$ cat src/rtl/reg_window_fp_ctrl.sv
// Frame-pointer sequencer for a windowed register file: turns CALL/RTN requests
// into a one-cycle FP move strobe, keeps a LIFO of saved FPs, and flags faults.
module reg_window_fp_ctrl #(
  parameter  int FP_W        = 7,
  parameter  int WIN         = 8,
  parameter  int STACK_DEPTH = 8,
  localparam int AW          = $clog2(STACK_DEPTH),
  localparam int DW          = AW + 1
) (
  input  logic            i_clk,
  input  logic            i_rst_n,
  input  logic            i_call_req,
  input  logic            i_rtn_req,
  input  logic [FP_W-1:0] i_call_offset,
  input  logic            i_fault_clr,
  output logic [FP_W-1:0] o_fp,
  output logic [FP_W-1:0] o_new_fp,
  output logic            o_fp_move,
  output logic            o_fp_push_up,
  output logic            o_busy,
  output logic            o_ack,
  output logic            o_fault,
  output logic [1:0]      o_fault_code,
  output logic [DW-1:0]   o_depth
);

  typedef enum logic [1:0] {S_IDLE, S_MOVE, S_DONE, S_FAULT} state_t;

  localparam logic [FP_W:0] LIMIT = (FP_W+1)'(2**FP_W - WIN);

  state_t          r_state, w_next_state;
  logic [FP_W-1:0] r_fp, r_target;
  logic [FP_W-1:0] r_stack [STACK_DEPTH];
  logic [DW-1:0]   r_depth;
  logic            r_push_up;
  logic [1:0]      r_fault_code, w_fault_code_nxt;
  logic            w_do_push, w_do_pop, w_move;
  logic [FP_W:0]   w_sum;
  logic [AW-1:0]   w_top_idx;

  // One extra bit keeps the carry so an overflowing offset is caught, not wrapped.
  assign w_sum     = {1'b0, r_fp} + {1'b0, i_call_offset};
  assign w_top_idx = r_depth[AW-1:0] - AW'(1);

  always_comb begin
    // NOTE: every always_comb output gets a default first so no path infers a latch.
    w_next_state     = r_state;
    w_fault_code_nxt = r_fault_code;
    w_do_push        = 1'b0;
    w_do_pop         = 1'b0;
    unique case (r_state)
      S_IDLE: begin
        if (i_call_req && i_rtn_req) begin
          w_next_state     = S_FAULT;
          w_fault_code_nxt = 2'd3;
        end else if (i_call_req) begin
          if (i_call_offset == '0 || w_sum > LIMIT) begin
            w_next_state     = S_FAULT;
            w_fault_code_nxt = 2'd1;
          end else if (r_depth >= DW'(STACK_DEPTH)) begin
            w_next_state     = S_FAULT;
            w_fault_code_nxt = 2'd2;
          end else begin
            w_next_state = S_MOVE;
            w_do_push    = 1'b1;
          end
        end else if (i_rtn_req) begin
          if (r_depth == '0) begin
            w_next_state     = S_FAULT;
            w_fault_code_nxt = 2'd2;
          end else begin
            w_next_state = S_MOVE;
            w_do_pop     = 1'b1;
          end
        end
      end
      S_MOVE:  w_next_state = S_DONE;
      S_DONE:  w_next_state = S_IDLE;
      S_FAULT: begin
        if (i_fault_clr) begin
          w_next_state     = S_IDLE;
          w_fault_code_nxt = 2'd0;
        end
      end
      default: w_next_state = S_IDLE;
    endcase
  end

  always_ff @(posedge i_clk or negedge i_rst_n) begin
    if (!i_rst_n) begin
      r_state      <= S_IDLE;
      r_fp         <= '0;
      r_target     <= '0;
      r_depth      <= '0;
      r_push_up    <= 1'b0;
      r_fault_code <= 2'd0;
    end else begin
      // NOTE: non-blocking assignments so every register samples pre-edge values.
      r_state      <= w_next_state;
      r_fault_code <= w_fault_code_nxt;
      if (w_do_push) begin
        r_depth   <= r_depth + DW'(1);
        r_target  <= w_sum[FP_W-1:0];
        r_push_up <= 1'b1;
      end else if (w_do_pop) begin
        r_depth   <= r_depth - DW'(1);
        r_target  <= r_stack[w_top_idx];
        r_push_up <= 1'b0;
      end
      if (r_state == S_MOVE) r_fp <= r_target;
    end
  end

  // NOTE: the saved-FP array has no reset; Depth alone decides which entries are live.
  always_ff @(posedge i_clk) begin
    if (w_do_push) r_stack[r_depth[AW-1:0]] <= r_fp;
  end

  assign w_move       = (r_state == S_MOVE);
  assign o_fp         = r_fp;
  assign o_fp_move    = w_move;
  assign o_new_fp     = w_move ? r_target : r_fp;
  assign o_fp_push_up = w_move & r_push_up;
  assign o_busy       = w_move || (r_state == S_DONE);
  assign o_ack        = (r_state == S_DONE);
  assign o_fault      = (r_state == S_FAULT);
  assign o_fault_code = r_fault_code;
  assign o_depth      = r_depth;

endmodule

$ cat config.mk
export PLATFORM = sky130hd
export DESIGN_NAME = reg_window_fp_ctrl
export DESIGN_NICKNAME = d
export VERILOG_FILES = /design/src/rtl/reg_window_fp_ctrl.sv
export SDC_FILE = /design/constraint.sdc
export NUM_CORES = 1
export LEC_CHECK = 0
export CAP_MARGIN = 20
export CORE_MARGIN = 8
export CORE_UTILIZATION = 45
export CTS_CLUSTER_DIAMETER = 100
export DETAILED_ROUTE_END_ITERATION = 10
export PLACE_DENSITY = 0.73
export REMOVE_ABC_BUFFERS = 1
export SLEW_MARGIN = 25
export SYNTH_ARGS = -nofsm -noshare
export SYNTH_HDL_FRONTEND = slang
export SYNTH_SLANG_ARGS = --single-unit
$ cat constraint.sdc
create_clock -name i_clk -period 4.8 [get_ports i_clk]
set_input_delay 0.96 -clock i_clk [delete_from_list [all_inputs] [get_ports i_clk]]
set_output_delay 0.96 -clock i_clk [all_outputs]
set_load 0.005 [all_outputs]
=== Word level (Yosys, flattened, before mapping) ===
Memories as Yosys holds them, arrays and structs flattened.
Cells that the tools add are included.

* Register bits: 23
* Latch bits: 0
* Bits in writable memories: 56
* Memory bits (read-only): 0
* Input bits: 12
* Output and inout port bits: 25
* Logic and storage cells: 65
* Memories kept: 1

{| class="wikitable"
|+ Memories
! memory !! words !! width !! rd ports !! clocked after Yosys merged registers in !! write ports !! RTL line !! RTL
|-
| r_stack || 8 || 7 || 1 || 0 || 1 || 33 || <nowiki>logic [FP_W-1:0] r_stack [STACK_DEPTH];</nowiki>
|}

* $add $sub $neg: 4
* $mul: 0
* Divide/modulo/power cells: 0
* Order comparisons: 2
* Equality and inequality tests: 7
* Shifts and indexed selects: 0
* Muxes and demuxes: 34
* Bitwise logic cells: 1
* Reduce and logical (&&, ||, !) cells: 10

{| class="wikitable"
|+ Operators by type and width
! operator !! count
|-
| 2-bit two-way mux || 13
|-
| 7-bit two-way mux || 3
|-
| 1-bit two-way mux || 14
|-
| 7-bit by 7-bit adder with 8-bit output || 1
|-
| 8-bit by 7-bit > comparator with 1-bit output, second input constant || 1
|-
| 4-bit two-way mux || 2
|-
| 4-bit != test, second input constant || 2
|-
| 2-bit one-hot mux with 4 select lines || 1
|-
| 7-bit logical NOT || 1
|-
| 5-bit != test, second input constant || 1
|-
| 5-bit AND reduction || 1
|-
| 4-bit by 1-bit adder with 4-bit output, second input constant || 1
|-
| 2-bit == test, second input constant || 2
|-
| 4-bit >= comparator, second input constant || 1
|-
| 4-bit logical NOT || 1
|-
| 2-bit one-hot mux with 2 select lines || 1
|-
| 2-bit nonzero test || 2
|-
| 4-bit by 1-bit subtractor with 4-bit output, second input constant || 1
|-
| 3-bit by 1-bit subtractor with 3-bit output, second input constant || 1
|-
| 2-bit by 1-bit == test with 1-bit output, second input constant || 1
|-
| 2-bit logical NOT || 1
|-
| 1-bit logical OR || 2
|-
| 2-bit != test, second input constant || 1
|-
| 2-bit AND reduction || 1
|-
| 2 further kinds || 2
|}

=== Depth between registers and ports, before layout ===
Gate-level depths: netlist (run 1).

* Depth after elaboration: 9
* Depth in mapped cells: 16
* Depth with buffers taken out: 14

=== Worst setup path after synthesis (run 1) ===
No wires, ideal clock.

* Kind: input to register
* Start: input port i_call_offset[0]
* End: register r_depth[3] (netlist: o_depth[3])
* Setup time: 0.128 ns
* Data arrival time: 3.926 ns
* Required time: 4.672 ns
* Slack: 0.745 ns
* Cell stages on the path: 16
* Path buffers: 2
* Cells stage by stage: ha_1 inv_1 fa_1 nor2b_1 o22ai_1 xor2_1 or4b_4 o2111ai_2 buf_6 buf_2 ha_1 a21o_1 a21oi_1 nand2_1 xor2_1 o21ai_0

* Word-level cells in the longest chain between the ends: 8
* Elaborated cells on any way between the ends: 10
* Classes of those cells: add/sub: 1; order compare: 1; mux: 5; reduce/logical: 3

{| class="wikitable"
|+ RTL lines
! what !! RTL line !! RTL
|-
| start, declared || 14 || <nowiki>input logic [FP_W-1:0] i_call_offset,</nowiki>
|-
| 7-bit by 7-bit adder with 8-bit output || 42 || <nowiki>assign w_sum = {1'b0, r_fp} + {1'b0, i_call_offset};</nowiki>
|-
| 8-bit by 7-bit > comparator with 1-bit output || 57 || <nowiki>if (i_call_offset == '0 || w_sum > LIMIT) begin</nowiki>
|-
| 1-bit logical OR (*) || 57 ||
|-
| 1-bit two-way mux (*) || 57 ||
|-
| 1-bit two-way mux (*) || 56 || <nowiki>end else if (i_call_req) begin</nowiki>
|-
| 1-bit two-way mux (*) || 53 || <nowiki>if (i_call_req && i_rtn_req) begin</nowiki>
|-
| 1-bit two-way mux (*) || 51 || <nowiki>unique case (r_state)</nowiki>
|-
| 4-bit two-way mux / 2-bit nonzero test (equally long branches) || -- ||
|-
| end signal, assigned || 102 || <nowiki>r_depth <= r_depth + DW'(1);</nowiki>
|-
| end signal, assigned || 106 || <nowiki>r_depth <= r_depth - DW'(1);</nowiki>
|-
| end, declared || 34 || <nowiki>logic [DW-1:0] r_depth;</nowiki>
|}

Every way passes the cells marked *; elsewhere a longest branch is shown, timed or not.
A chain may end at the register's enable or synchronous reset.

=== Worst setup path after layout (run 1) ===
Ends and elaborated chain as after synthesis.

==> results of run 1 <==
[synthesized netlist by cell type (2+ instances only)]
cell	n
mux2_2	7
ha_1	14
nor4_1	4
o2111a_1	2
inv_1	16
xnor2_1	2
fa_1	2
edfxtp_1	56
a21oi_1	7
nand2_1	13
xor2_1	5
buf_2	2
a221oi_1	2
nor2_1	10
mux4_2	14
or2_2	2
o21ai_0	12
clkbuf_1	5
o211ai_1	5
nor3b_1	4
and2_1	2
nand2b_1	2
o221ai_1	2
mux2i_1	8
nor2b_1	3
nor3_1	7
dfrtp_1	23
a221o_1	3
[registers in the layout, summed over array words and instances (netlist names)]
name          count
r_state           2
r_push_up         1
r_stack          56
o_depth           4
o_fault_code      2
o_fp              7
r_target          7
[cells by family (layout without fill, tap and decap cells)]
| family | count (synthesis) | count (layout) | synth area share, % |
|---|---|---|---|
| XOR/XNOR | 7 | 7 | 1.65 |
| AO/OA/AOI/OAI | 41 | 41 | 8.17 |
| flip-flops | 79 | 79 | 60.9 |
| adder cells (fa/ha/maj) | 16 | 16 | 5.81 |
| multiplexers | 30 | 30 | 13.1 |
| AND/OR/NAND/NOR | 52 | 52 | 7.43 |
| buffers and inverters | 26 | 79 | 2.90 |
[critical path, cell delays in order]
cell             delay [ns]
clkdlybuf4s50_1        0.48
ha_1                   0.22
inv_1                  0.07
fa_1                   0.40
nor2b_1                0.17
o22ai_1                0.11
xor2_1                 0.16
or4b_4                 0.53
o2111ai_2              0.20
buf_4                  0.23
ha_1                   0.27
a21oi_1                0.17
nand2_1                0.09
xor2_1                 0.14
o21ai_0                0.08
[area by class of cell]
class                      instances  area, um^2
tap                              105         131
clock inverter                     7        95.1
inverter                          17        63.8
fill                             677        3650
sequential                        79        2260
timing repair buffer              46         430
multi-input combinational        146        1350
clock buffer                       9         124
[path summary, 6_finish.rpt]
path,from,to,slack [ns],depth (start not counted)
min in group asynchronous,i_rst_n,r_state[0],0.58,1
hold / removal,r_push_up,r_push_up,0.50,2
max in group asynchronous,i_rst_n,r_target[2],3.85,1
setup reg to reg,o_fp[0],o_depth[3],1.14,14
setup / recovery,i_call_offset[0],o_depth[3],0.72,15
hold reg to reg,r_push_up,r_push_up,0.50,2
[metrics by stage]
step	hold WS, ns	worst slack, ns
global route	0.523	0.477
detailed placement	0.489	0.340
floorplan	0.439	0.573
global placement	0.476	0.448
CTS	0.512	0.715
finish	0.502	0.720
[power breakdown]
group | internal, mW | switching [mW] | total (mW)
logic | 0.679 | 0.612 | 1.29
clock network | 0.294 | 0.241 | 0.534
registers | 0.905 | 0.159 | 1.06
total | 1.88 | 1.01 | 2.89
[layer usage]
layer	global-route usage (%)	up-vias	part of all wire [%]
li1	-	1061	-
met1	17.1	1117	44
met2	21.8	53	49
met3	3.30	14	4.5
met4	5.03	0	1.7
met5	0	-	0
==> results.cfg, run 1 <==
[logic_synthesis]
yosysTopAreaCellShare_pct = 45.4
yosys_warnings = 0
async_reset_ff_share_pct = 29.1
synth_edf_count = 56
synthCells = 251
seq_area_frac_synth_pct = 60.9
synthTopCellsByArea = edfxtp_1, dfrtp_1, mux4_2
synthDistinctLibCells = 45
syn_avg_cell_area_um2 = 14.8
synth_top_flop_cell = edfxtp_1
syn_area_mm2 = 0.00370
ys_ff_latch = 79
synth_top_area_cell = edfxtp_1

[worst_setup_path]
worstPathRequired_ns = 5.04
arrival_ns = 4.32
critPathCaptureType = flop
path_class = in -> reg
startpoint_type = primary input
cp_max_fo = 13

[placement]
dp.cells = 393
dp_hpwl_um = 5390
dpl_cell_area_mm2 = 0.00422
io_buffers = 36
place.gp.congestion = 0.909

[global_routing]
grt.total_usage_pct = 13.5
grt_pass1_vias = 2382
antenna_found_initial = 0
grt.overflow.total = 0
grt_max_degree = 24
grt_first_pass_wirelength_um = 12000

[floorplan]
num_rows = 33
die-area_mm2 = 0.0114
io_pins = 37
die_x_um = 107
core_mm2 = 0.00809
die_y_um = 107
initial_core_util_pct = 45.8

[route]
firstDrtPassIters = 4
wirelength_um = 7270
vias = 2245
route.detailed.drc = 0
via_per_inst = 5.49
ant_nets = 0
wl_per_cell_um = 17.8
drt_iter0_markers = 93

[cts]
hold_buffers = 0
cts.sinks = 79
clkTransAtPathRegs_ns = 0.08
clk_latency_ns = 0.35
cts_root_buf = clkbuf_8
cts_max_level = 3
post_cts_buffers = 0
max-clock-path-buffers = 2
cts_tree = yes
cts_buffers = 9
postCtsResizedCells = 0

[flow_run]
drv_cap = 0

[timing]
tightestPinTransition_ns = 0.869
slew_headroom_pct = 41.6
finalCritPeriodShare_pct = 85.0
fin_skew_ns = 0.0132
timing.fmax_mhz = 245
setup_tns_ns = 0
hold_viol = 0
period_minus_slack_ns = 4.08
setup_violations = 0
slew_viol_final = 0
rsz0062_at_grt = false

[finish]
final_common_cell = edfxtp_1
layout_common_cells = edfxtp_1, clkdlybuf4s50_1, dfrtp_1, inv_1
final_area_mm2 = 0.00445
syn2layout_area_growth_pct = 20.0
antenna_cells = 0
fin_nets = 327
fin_util_pct = 54.9
finalNonFillerCells = 409
drive_gt1_share_pct = 17.8

[pwr]
power_mw = 2.89
ir_drop_v = 0.000340
p_per_area_mw_per_mm2 = 650
p_leak_nw = 1.63

[status]
outcome = finished clean

[worst_hold_path]
hold_class = reg -> reg
Power figures use the tool's default switching activity.
==> inputs of run 2 (changes only) <==
==> constraint.sdc (replaced) <==
create_clock -name i_clk -period 4.3 [get_ports i_clk]
set_input_delay 0.86 -clock i_clk [delete_from_list [all_inputs] [get_ports i_clk]]
set_output_delay 0.86 -clock i_clk [all_outputs]
set_load 0.005 [all_outputs]
==> run 2 against run 1 <==
  * Sequential share of layout area shrank 0.50 points
  * Count of clock-buffer cells in the layout is the same
  * Power is 12% higher
  * Sequential power is 11% higher
  * First-iteration DRC count shrank 11%
  * Core utilization increased by 0.54 points
  * Hold slack worse by 0.021 ns
  * Register-to-register slack got worse by 0.44 ns
  * Non-clock buffer count increased by 9
  * Die area unchanged
  * Flip-flop and latch count is the same
  * Largest power group unchanged
  * Largest cell class unchanged
  * Combinational power grew 17%
==> results.cfg, run 2 (synthesized netlist as in run 1, its figures left out) <==
[timing]
setup_violations = 0
finalCritPeriodShare_pct = 92.0
timing.fmax_mhz = 253
period_minus_slack_ns = 3.96
fin_skew_ns = 0.00580
slew_headroom_pct = 58.1
slew_viol_final = 0
rsz0062_at_grt = false
tightestPinTransition_ns = 0.628
hold_viol = 0
fin_ws_ns = 0.343

[floorplan]
die_x_um = 107
num_rows = 33
die_y_um = 107
die-area_mm2 = 0.0114
initial_core_util_pct = 45.8
io_pins = 37
core_mm2 = 0.00809

[finish]
layout_common_cells = edfxtp_1, clkdlybuf4s50_1, dfrtp_1, buf_4, inv_1
seq_area_mm2 = 0.00226
final_area_mm2 = 0.00449
largest_register_ffs = 56
final_common_cell = edfxtp_1
drive_gt1_share_pct = 19.8
fin_nets = 336
num-fill-cells = 678
syn2layout_area_growth_pct = 21.2
antenna_cells = 0
multi_input_area_mm2 = 0.00135

[placement]
dpl_cell_area_mm2 = 0.00429
place.gp.congestion = 0.856
io_buffers = 36
post-place-ws_ns = -0.00284
dp_hpwl_um = 5500

[cts]
cts.sinks = 79
post_cts_buffers = 0
cts_buffers = 9
hold_buffers = 0
max-clock-path-buffers = 2
cts_max_level = 3
cts_root_buf = clkbuf_8
postCtsResizedCells = 0
cts_tree = yes
clkTransAtPathRegs_ns = 0.08
clk_latency_ns = 0.35

[worst_setup_path]
worstPathRequired_ns = 4.53
crit_chain = clkdlybuf4s50_1 > ha_1 > inv_1 > fa_1 > nor2b_1 > o22ai_1 > xor2_1 > or4b_4 > o2111ai_2 > ha_1 > a21o_1 > a21oi_1 > nand2_1 > xor2_1 > o21ai_0
critPathCaptureType = flop
arrival_ns = 4.18
cp_max_fo = 4
reg2reg_setup_slack_ns = 0.70
cpMaxStageDelayCell = or4b_4
rr_startpoint = o_fp[0]
startpoint_type = primary input
worstRegToRegCells = 14
path_class = in -> reg
slowest_delay_ns = 0.53
rr_endpoint = o_depth[3]

[global_routing]
grt.total_usage_pct = 13.6
grt.overflow.total = 0
grt_max_degree = 24
grt_first_pass_wirelength_um = 12000
grt_pass1_vias = 2348
antenna_found_initial = 0

[pwr]
p_per_area_mw_per_mm2 = 719
p_leak_nw = 1.66
ir_drop_v = 0.000353

[status]
outcome = finished clean

[route]
firstDrtPassIters = 4
drt_iter0_markers = 83
wirelength_um = 7380
route.detailed.drc = 0
ant_nets = 0
via_per_inst = 5.47
vias = 2285
wl_per_cell_um = 17.6

[worst_hold_path]
hold_class = reg -> reg
hold_path_depth = 2
holdPathEnd = r_push_up
worstHoldStart = r_push_up

[flow_run]
drv_cap = 0
## run 2: area by class of cell
type / count / area share [%]
Clock buffer: 9 / 2.76
Clock inverter: 7 / 1.59
Multi-Input combinational cell: 146 / 30.0
Sequential cell: 79 / 50.3
Timing Repair Buffer: 55 / 11.1
Inverter: 17 / 1.42
Tap cell: 105 / 2.93
## run 2: layer usage
layer / vias to the layer above / part of all wire, % / GRT usage [%]
met1: 1122 / 44 / 16.3
met4: 0 / 2.0 / 6.23
met2: 73 / 49 / 22.5
met3: 14 / 5.4 / 3.36
li1: 1076 / - / -
met5: - / 0 / 0
## run 2: worst max-delay path: cells and delay by family
kind                       cells  cell delay, ns
buffers and inverters          2            0.54
AOI/OAI and AO/OA              5            0.84
adders and majority gates      3            0.84
and+or+nand+nor                3            0.79
xor gates and xnor gates       2            0.29
## run 2: how the worst max path moves through the flow
| stage | start | to | slack, ns | depth (start not counted) |
|---|---|---|---|---|
| after CTS | i_call_offset[0] | o_depth[3] | 0.35 | 15 |
| after global routing | i_call_offset[0] | o_depth[3] | 0.21 | 15 |
| after global placement | i_call_offset[0] | o_depth[3] | 0.06 | 15 |
| final | i_call_offset[0] | o_depth[3] | 0.34 | 15 |
| after floorplan | i_call_offset[0] | o_depth[3] | 0.17 | 14 |
| after detailed placement | i_call_offset[0] | o_depth[3] | -0.003 | 15 |
## run 2: per-stage QoR
step / power [mW] / hold WS, ns / utilization [%] / setup TNS [ns] / instances
final: 3.23 / 0.481 / 55.5 / 0 / 418
after global routing: 3.44 / 0.526 / 55.5 / 0 / 418
after CTS: 3.26 / 0.481 / 55.4 / 0 / 418
after detailed placement: 2.72 / 0.461 / 53.0 / -0.00284 / 402
after global placement: 2.69 / 0.457 / 53.1 / 0 / 402
after floorplan: 2.07 / 0.439 / - / 0 / 242
## run 2: report_power, final
part	internal (mW)	switching (mW)	leakage, nW
Sequential	1.01	0.174	0.781
Clock	0.269	0.267	0.0953
Combinational	0.801	0.705	0.783
Total	2.08	1.15	1.66
